**src/rtl/change_dispenser.sv**
```systemverilog
// Change dispenser: pays a cent balance out as quarters, dimes and nickels through a
// request/acknowledge handshake with the coin ejector, falling back when a tube is empty.
module change_dispenser #(
  parameter int unsigned W = 7
) (
  input  logic         clk,
  input  logic         reset,
  input  logic         start,
  input  logic [W-1:0] amount,
  input  logic         q_empty,
  input  logic         d_empty,
  input  logic         n_empty,
  input  logic         coin_ack,
  output logic         coin_q,
  output logic         coin_d,
  output logic         coin_n,
  output logic         busy,
  output logic         done,
  output logic [W-1:0] change_left,
  output logic         short,
  output logic [2:0]   n_quarters,
  output logic [3:0]   n_dimes,
  output logic [4:0]   n_nickels
);

  localparam logic [W-1:0] QVal = W'(25);
  localparam logic [W-1:0] DVal = W'(10);
  localparam logic [W-1:0] NVal = W'(5);

  typedef enum logic [1:0] {StIdle, StSelect, StReq, StDone} state_e;
  typedef enum logic [1:0] {SelQ, SelD, SelN} sel_e;

  state_e       state_q, state_d;
  sel_e         sel_q, sel_d;
  logic [W-1:0] bal_q, bal_d;
  logic [W-1:0] left_q, left_d;
  logic         short_q, short_d;
  logic [2:0]   nq_q, nq_d;
  logic [3:0]   nd_q, nd_d;
  logic [4:0]   nn_q, nn_d;

  always_ff @(posedge clk or posedge reset) begin
    if (reset) begin
      state_q <= StIdle;
      sel_q   <= SelQ;
      bal_q   <= '0;
      left_q  <= '0;
      short_q <= 1'b0;
      nq_q    <= '0;
      nd_q    <= '0;
      nn_q    <= '0;
    end else begin
      state_q <= state_d;
      sel_q   <= sel_d;
      bal_q   <= bal_d;
      left_q  <= left_d;
      short_q <= short_d;
      nq_q    <= nq_d;
      nd_q    <= nd_d;
      nn_q    <= nn_d;
    end
  end

  always_comb begin
    state_d = state_q;
    sel_d   = sel_q;
    bal_d   = bal_q;
    left_d  = left_q;
    short_d = short_q;
    nq_d    = nq_q;
    nd_d    = nd_q;
    nn_d    = nn_q;
    unique case (state_q)
      StIdle: begin
        if (start) begin
          bal_d   = amount;
          nq_d    = '0;
          nd_d    = '0;
          nn_d    = '0;
          left_d  = '0;
          short_d = 1'b0;
          state_d = StSelect;
        end
      end
      StSelect: begin
        if (bal_q >= QVal && !q_empty) begin
          sel_d   = SelQ;
          state_d = StReq;
        end else if (bal_q >= DVal && !d_empty) begin
          sel_d   = SelD;
          state_d = StReq;
        end else if (bal_q >= NVal && !n_empty) begin
          sel_d   = SelN;
          state_d = StReq;
        end else begin
          // Result is latched on entry to DONE so it is already valid while done is high.
          left_d  = bal_q;
          short_d = (bal_q >= NVal);
          state_d = StDone;
        end
      end
      StReq: begin
        if (coin_ack) begin
          unique case (sel_q)
            SelQ: begin
              bal_d = bal_q - QVal;
              nq_d  = nq_q + 3'd1;
            end
            SelD: begin
              bal_d = bal_q - DVal;
              nd_d  = nd_q + 4'd1;
            end
            SelN: begin
              bal_d = bal_q - NVal;
              nn_d  = nn_q + 5'd1;
            end
            default: ;
          endcase
          state_d = StSelect;
        end
      end
      StDone: state_d = StIdle;
      default: state_d = StIdle;
    endcase
  end

  assign coin_q      = (state_q == StReq) && (sel_q == SelQ);
  assign coin_d      = (state_q == StReq) && (sel_q == SelD);
  assign coin_n      = (state_q == StReq) && (sel_q == SelN);
  assign busy        = (state_q != StIdle);
  assign done        = (state_q == StDone);
  assign change_left = left_q;
  assign short       = short_q;
  assign n_quarters  = nq_q;
  assign n_dimes     = nd_q;
  assign n_nickels   = nn_q;

endmodule

```
**config.mk**
```make
export PLATFORM = sky130hd
export DESIGN_NAME = change_dispenser
export DESIGN_NICKNAME = d
export VERILOG_FILES = /design/src/rtl/change_dispenser.sv
export SDC_FILE = /design/constraint.sdc
export NUM_CORES = 1
export LEC_CHECK = 0
export ABC_AREA = 1
export BUFFER_PORTS_ARGS = -buffer_cell sky130_fd_sc_hd__buf_2
export CELL_PAD_IN_SITES_DETAIL_PLACEMENT = 0
export CELL_PAD_IN_SITES_GLOBAL_PLACEMENT = 1
export CORE_MARGIN = 1
export CORE_UTILIZATION = 36
export CTS_CLUSTER_SIZE = 8
export DETAILED_ROUTE_END_ITERATION = 12
export PLACE_DENSITY_LB_ADDON = 0.1
export SLEW_MARGIN = 40
export SYNTH_ARGS = -nofsm -noshare
export SYNTH_HDL_FRONTEND = slang
export SYNTH_SLANG_ARGS = --single-unit
```
**constraint.sdc**
```tcl
create_clock -name clk -period 1.6 [get_ports clk]
set_input_delay 0.32 -clock clk [delete_from_list [all_inputs] [get_ports clk]]
set_output_delay 0.32 -clock clk [all_outputs]
set_load 0.1 [all_outputs]
```
==> metrics <==
outcome finished with violations; failing checks setup timing; max-cap violations 0; Rel. slew slack 67.7%; worst setup margin -0.0116 ns; Final setup viols 5; Worst R2R Setup Slack -0.01 ns; crit-path max FO 9; crit path capture type output pin; Reg2Reg Depth 10; via/cell ratio 5.01; area share of fa/ha/maj cells after synthesis 6.86%; # DRC 0; reg2reg end sel_q[0]; via count 2341; Seq/Total Area, Yosys 35.4%; CP max-delay cell dfrtp_2; Setup Total Neg Slack -0.0330 ns; FMAX 620 MHz; sequential power share 17.4%; Hold-fix buffers, CTS 0; Req. time, crit path 1.28 ns; Core ar. 5890 um^2; fraction of registers with async set/reset 100%; mean area per synthesized cell 7.16 um^2; critical-path cell list nor2_4, inv_6, nor2_4, buf_12; site row count 28; CTS clk-pin slew, worst paths 0.07 ns; CTS Root Cell clkbuf_8; CP delay by family, top flip-flops; switch share 56.5%; placed wire-length estimate 4650 um; CTS buffer count 5; post-synthesis simple-gate area fraction 36.3%; Final Slew Violations 0; WP data arrival 1.29 ns; flop and latch count out of synthesis 31; IO Port Bufs 38; GRT overflow 0; CTS tree done; Peak VDD IR 1.19 mV; largest cells by area after synthesis dfrtp_1 35%, nand2_1 15%, nand3_1 10%, ha_1 6.9%, inv_1 5.3%; clk_lat worst skew 0.29 ns; power per cell area 2320 nW/um^2; Leakage Power 1.62 nW; top_reg_cell synth dfrtp_1; H-Tree Depth 2; post-synthesis xor/xnor area fraction 2.80%; die area 6400 um^2; final hold viol count 0; drt first-iter violations 69; height of the chip 80.0 um; top-area cell type share of the netlist area 35.4%; Top cell by count, worst path nor2_4; Final Cycle Share 101%; compound-cell area share of the yosys netlist 9.89%; Die Wd 80.0 um; Initial Util 37.2%; largest family of logic cells by synthesized area simple AND/OR/NAND/NOR gates; CP startpoint kind register; Longest Clk Path Bufs 2; top cells by count, synth 86 x nand2_1, 45 x nand3_1, 31 x dfrtp_1, 31 x inv_1, 28 x nor2_1; pre-CTS WS -0.101 ns; Hold Path Class input port to async pin; clk sinks 31; Critical Setup Path Class register to output pin; Stages on worst setup path 4; synthesized instance count 306; area delta synth->final 50.1%; Tot GR Track Use 21.8%; antenna cells 0; Fill cells 574; vias in the first global route 2269; pin count of the biggest net entering global routing 32; Comb power frac 74.3%; Worst path max stage delay 0.43 ns; first-pass GRT wire length 10700 um; internal power 3.32 mW; Total Routed Length 6580 um; Top Ports 39; count leader, synth nand2_1; CP bufs+invs 2; # nets final 417; share of post-route cells with drive strength above 1 45.2%; post-synth top area cell dfrtp_1; mux cell area share after synthesis 0%; initial antenna violation count 0; YS warnings 0; Post-DRT Antenna Nets 0; Cell Area, Synth 2190 um^2; RSZ-0062 raised after global routing yes; Layout Skew 0.00491 ns; Placer Congestion 0.820; Post-synth EDFFs 0; Slew @ Worst Pin 0.488 ns; Syn Nets 332; post-layout min period 1.61 ns; Net Sw Power 4.30 mW; 1st-pass router iterations 4; clock power share 8.3%; Distinct cells, synth 33; WL/cell 14.1 um; worst reg2reg path startpoint bal_q[2]
## layout make-up
cell class                 count  area (um^2)  share of cell area, %
timing repair buffer          85          629                   19.2
clock inverter                 1         5.00                  0.152
sequential                    31          788                   24.0
multi-input combinational    231         1550                   47.0
inverter                      37          148                   4.49
clock buffer                   7         76.3                   2.32
tap                           75         93.8                   2.86
## tightest hold or removal path, cell delays in order
cell	delay, ns
buf_2	0.09
inv_1	0.04
buf_4	0.39
## through the flow
| stage | instances | hold slack, ns | total power [mW] | util [%] | cell area [um^2] |
|---|---|---|---|---|---|
| 6_report | 467 | 0.119 | 7.62 | 55.8 | 3290 |
| 2_1_floorplan | 306 | 0.423 | 4.62 | - | 2250 |
| 3_5_place_dp | 445 | 0.444 | 6.08 | 47.5 | 2800 |
| 5_1_grt | 467 | 0.164 | 8.17 | 55.8 | 3290 |
| 4_1_cts | 465 | 0.129 | 7.24 | 53.1 | 3130 |
| 3_3_place_gp | 445 | 0.435 | 6.06 | 47.5 | 2800 |
## state kept, by name, summed over array words and instances (netlist names)
| signal | flops |
|---|---|
| short | 1 |
| change_left | 7 |
| state_q | 2 |
| bal_q | 7 |
| n_nickels | 5 |
| n_quarters | 3 |
| sel_q | 2 |
| n_dimes | 4 |
## power by group through the flow
stage	registers, mW	logic [mW]	clock network (mW)
floorplan	2.11	2.51	0
global placement	1.31	4.75	0
detailed placement	1.31	4.77	0
CTS	1.30	5.29	0.645
global route	1.37	6.12	0.681
finish	1.33	5.67	0.630
## kinds of logic after synthesis
group / after synthesis
AND/OR/NAND/NOR: 176
AO/OA/AOI/OAI: 35
XOR/XNOR: 7
flip-flops: 31
adder cells (fa/ha/maj): 12
buffers and inverters: 45
## layout by cell type (no fill, tap or decap), drive strengths merged
cell type,n
o211ai,1
nand2,91
o22ai,1
o21ai,13
xnor2,2
nand3b,1
ha,12
buf,85
o21a,1
nand3,45
o221ai,1
nor2,33
nand4,7
xor2,5
o31ai,6
clkbuf,7
clkinv,3
a31oi,1
dfrtp,31
a21oi,11
inv,35
## routing by layer
metal  track usage (%)  up-vias  share of wire (%)
met2              38.5       55                 51
met4              7.68        0                1.3
met1              26.7     1112                 43
met3              3.43        7                4.2
met5                 0        -                  0
li1                  -     1167                  -
## worst max path at each step
stage / from / to
global route: bal_q[1] / change_left[1]
floorplan: state_q[1] / coin_q
detailed placement: bal_q[2] / sel_q[0]
global placement: bal_q[2] / sel_q[1]
CTS: bal_q[2] / change_left[1]
finish: state_q[0] / coin_n
## repair_timing
| item | 4_1_cts | 5_1_grt |
|---|---|---|
| pin swaps | 19 | 19 |
| buffers inserted | 12 | 2 |
| gates resized for setup | 40 | 38 |
| setup endpoints to repair | 15 | 22 |
| gates cloned | 1 | 0 |
No activity file was read; power rests on OpenSTA's default activity.
